File: config.mk
export PLATFORM = sky130hd
export DESIGN_NAME = bcd_updown_stopwatch
export DESIGN_NICKNAME = d
export VERILOG_FILES = /design/src/rtl/bcd_updown_stopwatch.sv
export SDC_FILE = /design/constraint.sdc
export NUM_CORES = 1
export LEC_CHECK = 0
export CELL_PAD_IN_SITES_DETAIL_PLACEMENT = 1
export CELL_PAD_IN_SITES_GLOBAL_PLACEMENT = 1
export CORE_MARGIN = 2
export CORE_UTILIZATION = 44
export CTS_CLUSTER_DIAMETER = 50
export CTS_CLUSTER_SIZE = 25
export DETAILED_ROUTE_END_ITERATION = 16
export PLACE_DENSITY = 0.88
export SKIP_LAST_GASP = 1
export SYNTH_ARGS = -nofsm -noshare
export SYNTH_HDL_FRONTEND = slang
export SYNTH_SLANG_ARGS = --single-unit
File: constraint.sdc
create_clock -name clk -period 6.73 [get_ports clk]
set_clock_uncertainty 0.15 [all_clocks]
set_input_delay 1.6825 -clock clk [delete_from_list [all_inputs] [get_ports clk]]
set_output_delay 1.6825 -clock clk [all_outputs]
set_load 0.05 [all_outputs]
File: src/rtl/bcd_updown_stopwatch.sv
// BCD up/down stopwatch with a button-driven direction FSM, a power-of-two tick
// prescaler, saturate/wrap limits, preset load and a multiplexed active-low
// 7-segment display driver. The count, LEDs and display outputs are all registered.
module bcd_updown_stopwatch #(
  parameter int DIGITS   = 4,
  parameter int RATE_W   = 5,
  parameter int SCAN_DIV = 100,
  parameter int BLANK    = 10
) (
  input  logic                  clk,
  input  logic                  rst,
  input  logic [3:0]            btn,
  input  logic [RATE_W-1:0]     rate,
  input  logic                  wrap_en,
  input  logic                  load_en,
  input  logic [4*DIGITS-1:0]   load_val,
  output logic [4*DIGITS-1:0]   count,
  output logic [2:0]            led,
  output logic [6:0]            seg,
  output logic [DIGITS-1:0]     an
);

  // The prescaler must reach 2**(2**RATE_W - 1) - 1 at the slowest rate.
  localparam int PW = (1 << RATE_W) - 1;
  localparam int SW = $clog2(SCAN_DIV);
  localparam int DW = (DIGITS > 1) ? $clog2(DIGITS) : 1;

  localparam logic [4*DIGITS-1:0] ALL9    = {DIGITS{4'h9}};
  localparam logic [SW-1:0]       BLANK_S = SW'(BLANK);
  localparam logic [SW-1:0]       END_S   = SW'(SCAN_DIV - BLANK);
  localparam logic [SW-1:0]       LAST_S  = SW'(SCAN_DIV - 1);
  localparam logic [DW-1:0]       LAST_D  = DW'(DIGITS - 1);
  localparam logic [PW-1:0]       ONE_P   = PW'(1);

  typedef enum logic [1:0] {
    DIR_STOP = 2'd0,
    DIR_UP   = 2'd1,
    DIR_DOWN = 2'd2
  } dir_t;

  // ---------------------------------------------------------------------------
  // Input synchronisers
  // ---------------------------------------------------------------------------
  logic [3:0]        btn_meta_q, btn_sync_q;
  logic [RATE_W-1:0] rate_meta_q, rate_sync_q;

  // Two-flop synchronisers for the asynchronous buttons and rate select.
  always_ff @(posedge clk) begin
    if (rst) begin
      btn_meta_q  <= '0;
      btn_sync_q  <= '0;
      rate_meta_q <= '0;
      rate_sync_q <= '0;
    end else begin
      btn_meta_q  <= btn;
      btn_sync_q  <= btn_meta_q;
      rate_meta_q <= rate;
      rate_sync_q <= rate_meta_q;
    end
  end

  logic clear_req;
  assign clear_req = btn_sync_q[3];

  // ---------------------------------------------------------------------------
  // Direction FSM
  // ---------------------------------------------------------------------------
  dir_t dir_q, dir_d;

  // Direction state register.
  always_ff @(posedge clk) begin
    if (rst) begin
      dir_q <= DIR_STOP;
    end else begin
      dir_q <= dir_d;
    end
  end

  // Next direction: clear and stop beat up, up beats down; no button holds.
  always_comb begin
    dir_d = dir_q;
    if (btn_sync_q[3] || btn_sync_q[2]) begin
      dir_d = DIR_STOP;
    end else if (btn_sync_q[1]) begin
      dir_d = DIR_UP;
    end else if (btn_sync_q[0]) begin
      dir_d = DIR_DOWN;
    end
  end

  // ---------------------------------------------------------------------------
  // Tick prescaler
  // ---------------------------------------------------------------------------
  logic [PW-1:0] presc_q, presc_d;
  logic [PW-1:0] presc_thr;
  logic          tick;

  // 2**rate - 1; at the top rate the shift overflows to 0 and the
  // subtraction wraps to all-ones, which is exactly the wanted threshold.
  assign presc_thr = (ONE_P << rate_sync_q) - ONE_P;
  assign tick      = (dir_d != DIR_STOP) && (presc_q >= presc_thr);

  // Prescaler next state: idle while stopped or clearing, restart on tick.
  always_comb begin
    presc_d = presc_q + ONE_P;
    if (clear_req || (dir_d == DIR_STOP) || tick) begin
      presc_d = '0;
    end
  end

  // Prescaler register.
  always_ff @(posedge clk) begin
    if (rst) begin
      presc_q <= '0;
    end else begin
      presc_q <= presc_d;
    end
  end

  // ---------------------------------------------------------------------------
  // BCD arithmetic: ripple carry/borrow across digits, saturated preset
  // ---------------------------------------------------------------------------
  logic [4*DIGITS-1:0] count_q, count_d;
  logic [4*DIGITS-1:0] inc_val, dec_val, load_sat;
  logic [DIGITS:0]     carry, borrow;
  logic                all_nine, all_zero;

  assign carry[0]  = 1'b1;
  assign borrow[0] = 1'b1;

  generate
    for (genvar gi = 0; gi < DIGITS; gi++) begin : g_digit
      logic [3:0] cur_dig;
      logic [3:0] pre_dig;
      assign cur_dig = count_q[4*gi +: 4];
      assign pre_dig = load_val[4*gi +: 4];

      // A digit moves only when every lower digit is at its rollover value.
      assign carry[gi+1]  = carry[gi]  && (cur_dig == 4'd9);
      assign borrow[gi+1] = borrow[gi] && (cur_dig == 4'd0);

      assign inc_val[4*gi +: 4] = !carry[gi]         ? cur_dig :
                                  (cur_dig == 4'd9)  ? 4'd0    : cur_dig + 4'd1;
      assign dec_val[4*gi +: 4] = !borrow[gi]        ? cur_dig :
                                  (cur_dig == 4'd0)  ? 4'd9    : cur_dig - 4'd1;

      // Non-BCD preset digits are clamped so the count stays legal BCD.
      assign load_sat[4*gi +: 4] = (pre_dig > 4'd9) ? 4'd9 : pre_dig;
    end
  endgenerate

  assign all_nine = carry[DIGITS];
  assign all_zero = borrow[DIGITS];

  // Count next state: clear, then preset (which swallows a coincident tick),
  // then a tick in the freshly updated direction with wrap/saturate at limits.
  always_comb begin
    count_d = count_q;
    if (clear_req) begin
      count_d = '0;
    end else if (load_en) begin
      count_d = load_sat;
    end else if (tick) begin
      if (dir_d == DIR_UP) begin
        if (!all_nine) begin
          count_d = inc_val;
        end else if (wrap_en) begin
          count_d = '0;
        end
      end else begin
        if (!all_zero) begin
          count_d = dec_val;
        end else if (wrap_en) begin
          count_d = ALL9;
        end
      end
    end
  end

  // LED next state reflects the count and direction being registered now.
  logic [2:0] led_q, led_d;
  logic       at_limit;

  assign at_limit = !wrap_en &&
                    (((count_d == ALL9) && (dir_d == DIR_UP)) ||
                     ((count_d == '0)   && (dir_d == DIR_DOWN)));

  always_comb begin
    led_d = {at_limit, dir_d == DIR_UP, dir_d == DIR_DOWN};
  end

  // Count and LED registers.
  always_ff @(posedge clk) begin
    if (rst) begin
      count_q <= '0;
      led_q   <= '0;
    end else begin
      count_q <= count_d;
      led_q   <= led_d;
    end
  end

  // ---------------------------------------------------------------------------
  // Display multiplexer
  // ---------------------------------------------------------------------------
  logic [SW-1:0]     scan_q, scan_d;
  logic [DW-1:0]     digit_q, digit_d;
  logic [DIGITS-1:0] an_q, an_d;
  logic [6:0]        seg_q, seg_d;
  logic [3:0]        show_dig;

  function automatic logic [6:0] seg_lut(input logic [3:0] d);
    logic [6:0] p;
    case (d)
      4'd0:    p = 7'h40;
      4'd1:    p = 7'h79;
      4'd2:    p = 7'h24;
      4'd3:    p = 7'h30;
      4'd4:    p = 7'h19;
      4'd5:    p = 7'h12;
      4'd6:    p = 7'h02;
      4'd7:    p = 7'h78;
      4'd8:    p = 7'h00;
      4'd9:    p = 7'h10;
      default: p = 7'h7F;
    endcase
    return p;
  endfunction

  assign show_dig = count_q[{digit_d, 2'b00} +: 4];

  // Scan/digit sequencing; an and seg are computed from the next scan
  // position so both registers change on the same edge as the scan counter.
  always_comb begin
    scan_d  = (scan_q == LAST_S) ? '0 : scan_q + SW'(1);
    digit_d = digit_q;
    if (scan_q == LAST_S) begin
      digit_d = (digit_q == LAST_D) ? '0 : digit_q + DW'(1);
    end
    an_d = ~(DIGITS'(1) << digit_d);
    if ((scan_d < BLANK_S) || (scan_d >= END_S)) begin
      an_d = '1;
    end
    // The segment pattern is latched once per slot so a count change
    // mid-slot never produces a torn digit.
    seg_d = seg_q;
    if (scan_d == BLANK_S) begin
      seg_d = seg_lut(show_dig);
    end
  end

  // Display registers.
  always_ff @(posedge clk) begin
    if (rst) begin
      scan_q  <= '0;
      digit_q <= '0;
      an_q    <= '1;
      seg_q   <= 7'h7F;
    end else begin
      scan_q  <= scan_d;
      digit_q <= digit_d;
      an_q    <= an_d;
      seg_q   <= seg_d;
    end
  end

  assign count = count_q;
  assign led   = led_q;
  assign seg   = seg_q;
  assign an    = an_q;

endmodule

# == After elaboration in Yosys (flattened, before gate mapping) ==
# Memories as Yosys holds them, arrays and structs flattened. A register that Yosys moved wholly into a read port is not among the register bits.
# Index checks and enable logic that the tools add are counted.
# word_totals
register_bits,83
rom_bits,112
in_bits,29
out_inout_bits,30
word_cells,102
memories,1
# classes
n_addsub,12
order_cmp,7
eq_ne,10
shift,3
muxes,32
bitwise,1
n_reduce_logical,25
# memory_table
memory,words,width,rd,rd_clocked_by_memory_dff,wr,line_no,rtl
(no name shown),16,7,1,1,0,214,case (d)
# op_table
cell,count
two-way mux 16 bit,8
two-way mux 4 bit,18
"adder 31 x 1 -> 31 bit, second input constant",1
greater-or-equal comparator 31 bit,1
"<< shifter 1 x 5 -> 31 bit, first input constant",1
"subtractor 31 x 1 -> 31 bit, second input constant",1
"adder 4 x 1 -> 4 bit, second input constant",4
"== test 16 bit, second input constant",1
"== test 4 bit, second input constant",4
"> comparator 4 bit, second input constant",4
zero test 16 bit,1
zero test 4 bit,4
indexed part select 16 x 5 -> 4 bit,1
"subtractor 4 x 1 -> 4 bit, second input constant",4
logical AND 1 bit,10
two-way mux 2 bit,5
"adder 7 x 1 -> 7 bit, second input constant",1
"== test 7 x 4 -> 1 bit, second input constant",1
"== test 7 bit, second input constant",1
"greater-or-equal comparator 7 bit, second input constant",1
"less-than comparator 7 x 4 -> 1 bit, second input constant",1
two-way mux 7 bit,1
logical OR 1 bit,5
"== test 2 bit, second input constant",2
other kinds (8),9

# == Longest topological paths before layout ==
# depth
ltp_word,13
depth_mapped,22
depth_no_buf,18

# == Worst setup path before layout ==
# OpenSTA, ideal clock, no wires.
# synth_timing
kind,register -> register
start,register rate_sync_q[4]
end,register led_q[2] (netlist: led[2])
setup_ns,0.079
arrival_ns,4.663
t_required_ns,6.501
setup_slack_ns,1.837
path_stages_with_launch,21
path_buffers,3
synth_period_minus_slack_ns,4.893
path_cell_list,dfxtp_1 -> clkbuf_1 -> nor3_1 -> inv_1 -> or3_1 -> ha_1 -> or4b_2 -> a21oi_1 -> nor2_1 -> ha_1 -> nand4_1 -> nor4_4 -> a311oi_2 -> and3_1 -> buf_6 -> a21oi_2 -> buf_6 -> mux2_2 -> a21oi_1 -> nand3_1 -> a211oi_2
# synth_between
elab_chain_cells,11
word_cells_on_any_way,13
classes_between,add/sub: 1; order compare: 1; eq/ne: 1; shift: 1; mux: 3; reduce/logical: 6
# synth_rtl
element,line_no,rtl
from (decl),45,"logic [RATE_W-1:0] rate_meta_q, rate_sync_q;"
from (signal assigned),58,rate_sync_q <= rate_meta_q;
<< shifter 1 x 5 -> 31 bit *,100,assign presc_thr = (ONE_P << rate_sync_q) - ONE_P;
subtractor 31 x 1 -> 31 bit *,100,
greater-or-equal comparator 31 bit *,101,assign tick = (dir_d != DIR_STOP) && (presc_q >= presc_thr);
logical AND 1 bit *,101,
two-way mux 16 bit *,163,end else if (tick) begin
two-way mux 16 bit *,161,end else if (load_en) begin
two-way mux 16 bit *,159,if (clear_req) begin
== test 16 bit or zero test 16 bit (tied branches),"185, 186",
"logical AND 1 bit, on equally long branches","185, 186",
logical OR 1 bit *,185,(((count_d == ALL9) && (dir_d == DIR_UP)) ||
logical AND 1 bit *,184,assign at_limit = !wrap_en &&
to (signal assigned),199,led_q <= led_d;
to (decl),181,"logic [2:0] led_q, led_d;"
# Mark *: on every way between the ends. The rest lies on a longest branch, timed or not.
# A chain may end at the register's enable or synchronous reset.

# == Final worst setup path ==
# layout_timing
start,register rate_sync_q[2]
end,register led_q[2] (netlist: led[2])
# Same word-level chain as after synthesis.

==> results_dict.tcl <==
set metrics [dict create \
    antenna_found_initial 0 \
    crit_path_end "led[2]" \
    cts_tree "built" \
    critPathRequiredTime_ns 6.86 \
    critPathArrivalTime_ns 6.19 \
    die_h_um 126 \
    drive_gt1_share_pct 7.18 \
    async_reset_ff_share_pct 0 \
    r2r-end "led[2]" \
    vias 6340 \
    slew_viol_final 0 \
    multi_input_area_um2 4380 \
    final_common_cell "nor2_1" \
    clkSinkCount 90 \
    ys_top_cells_by_area "dfxtp_1 (28%), ha_1 (10%), nor2_1 (5.8%), a21oi_1 (4.3%), nand2_1 (3.4%)" \
    p_int_mw 0.935 \
    ir_worst_vdd_mv 0.122 \
    max_slew.worst_pin.slew_ns 1.10 \
    gp_congestion 0.898 \
    ant_nets 0 \
    seqPwrFrac_pct 41.4 \
    r2r_slack_ns 0.67 \
    post_cts_resized 0 \
    area_delta_synth_final_pct 14.1 \
    grt_overflow 0 \
    fin_crit_sh_pct 90.1 \
    drc 0 \
    fillers 1805 \
    nets 928 \
    row_count 44 \
    portBuffers 58 \
    seq_area_um2 1800 \
    hold_path.class "flip-flop to flip-flop" \
    timing.final.crit_period_ns 6.06 \
    syn_inst 816 \
    ys_ff_latch 90 \
    pin_count 59 \
    cp_max_fo 20 \
    grt_max_degree 50 \
    cap_violations 0 \
    start_kind "flip-flop" \
    synth-edff-count 0 \
    cts_root_buf "clkbuf_16" \
    clk_pin_slew_ns 0.07 \
    rr_worst_depth 17 \
    switchingPower_mw 0.455 \
    end_kind "flip-flop" \
    synth_cell_types 90 \
    drt_iter0_drc 522 \
    tns_ns 0 \
    yosys_warnings 0 \
    grt_pass1_vias 6641 \
    grt_pass1_wl_mm 34.0 \
    critPathKind "flip-flop to flip-flop" \
    hold_ws_ns 0.292 \
    ys_seq_area_share_pct 27.5 \
    total_leakage_power_nw 2.82 \
    clk_latency_ns 0.35 \
    antenna_cells 0 \
    post_cts_buffers 0 \
    vias_per_cell 6.13 \
    finalWorstSetupSlack_ns 0.667 \
    synth_top_area_share_pct 27.5 \
    chipWidth_um 126 \
    yosysTopAreaCell "dfxtp_1" \
    numCtsBuffers 9 \
    pre_cts_ws_ns 0.758 \
    p_sw_share_pct 32.8 \
    rsz0062_at_grt "false" \
    dp_hpwl_mm 15.0 \
    cts_buffer_depth 2 \
    synth_flop_cell "dfxtp_1" \
    htreeDepth 3 \
    status "complete, no violations" \
    power_frac_comb_pct 21.9 \
    dr.pass1.iters 5 \
    wl_per_cell_um 19.7 \
    grt_usage_pct 26.1 \
    wl_mm 20.4 \
    core_um2 14500 \
    clock_power_share_pct 36.7 \
    powerDensity_nw_per_um2 186 \
    reg2reg_from "rate_sync_q[2]" \
    cts_hold_buf 0 \
    relSlewSlack_pct 26.4 \
    synth_area_per_cell_um2 8.03 \
    start_util_pct 45.1 \
    synth_nets 899 \
    syn-cell-area_um2 6550 \
    startpoint "rate_sync_q[2]" \
    layout_common_cells "nor2_1 (101), dfxtp_1 (90), nand2_1 (59), clkdlybuf4s50_1 (57), a21oi_1 (56)" \
    die_area_um2 15900 \
    setup_violations 0 \
    fmaxAchievable_mhz 165 \
    hold_viol 0 \
]
-- synth_stat cells (10+ instances only) --
library cell  number
a211oi_1          10
a21oi_1           56
and3_1            10
clkbuf_1          26
dfxtp_1           90
ha_1              54
inv_1             39
mux2i_1           14
nand2_1           59
nand3_1           30
nand4_1           13
nor2_1           101
nor2b_1           26
nor3_1            17
o21ai_0           38
or3_1             10
xnor2_1           15
xor2_1            18
-- worst max-delay path, cell delays in order (launching register included) --
cell,delay (ns)
dfxtp_1,0.46
nor3_1,0.54
inv_1,0.16
or3_1,0.34
ha_1,0.43
or4b_2,0.75
a21oi_1,0.17
nor2_1,0.06
ha_1,0.34
nand4_1,0.21
nor4_4,0.40
a311oi_2,0.18
and3_1,0.29
a21oi_2,0.59
mux2_2,0.41
a21oi_1,0.17
nand3_1,0.13
a211oi_2,0.19
-- power by group through the flow --
stage	Clock, mW	Sequential (mW)	Combinational, mW
after floorplan	0	0.593	0.199
after global placement	0	0.587	0.290
after detailed placement	0	0.588	0.298
after CTS	0.519	0.575	0.301
after global routing	0.544	0.579	0.332
final	0.510	0.576	0.304
-- how the worst min path moves through the flow --
stage | from | end | slack, ns | cells after the start
floorplan | btn_meta_q[0] | btn_sync_q[0] | 0.26 | 1
global placement | btn_meta_q[1] | btn_sync_q[1] | 0.27 | 1
detailed placement | btn_meta_q[1] | btn_sync_q[1] | 0.28 | 1
CTS | btn_meta_q[2] | btn_sync_q[2] | 0.29 | 1
global route | rate_meta_q[1] | rate_sync_q[1] | 0.32 | 1
finish | btn_meta_q[2] | btn_sync_q[2] | 0.29 | 1
-- metal layers --
metal | vias up | wire length [µm] | track usage, %
met2 | 221 | 9930 | 45.1
met5 | - | 0 | 0
met3 | 50 | 1020 | 4.29
li1 | 3011 | - | -
met4 | 0 | 577 | 9.18
met1 | 3058 | 8880 | 32.8
-- logic make-up after synthesis --
group                    synth area share, %
multiplexers                            3.34
adder cells (fa/ha/maj)                 10.3
AND/OR/NAND/NOR                         26.9
buffers and inverters                   5.61
AO/OA/AOI/OAI                           22.0
XOR/XNOR                                4.41
flip-flops                              27.5
-- state kept, by name, summed over array words and instances, names as in the netlist --
signal and cells:
presc_q 31, count 16, scan_q 7, seg 7, rate_meta_q 5, rate_sync_q 5, an 4, btn_meta_q 4
btn_sync_q 4, led 3, digit_q 2, dir_q 2
-- area by class of cell --
cell class | count | area share [%]
Multi-Input combinational cell | 641 | 58.6
Sequential cell | 90 | 24.1
Timing Repair Buffer | 64 | 8.30
Clock buffer | 10 | 3.20
Tap cell | 184 | 3.08
Inverter | 39 | 1.96
Clock inverter | 6 | 0.770
-- through the flow --
step | utilization, % | power, mW | area, µm² | std cells
4_1_cts | 51.4 | 1.40 | 7480 | 1034
5_1_grt | 51.4 | 1.45 | 7480 | 1034
3_5_place_dp | 49.4 | 0.885 | 7180 | 1018
6_report | 51.4 | 1.39 | 7480 | 1034
2_1_floorplan | - | 0.792 | 6550 | 816
3_3_place_gp | 49.4 | 0.877 | 7180 | 1018
(Power assumes the default switching activity.)
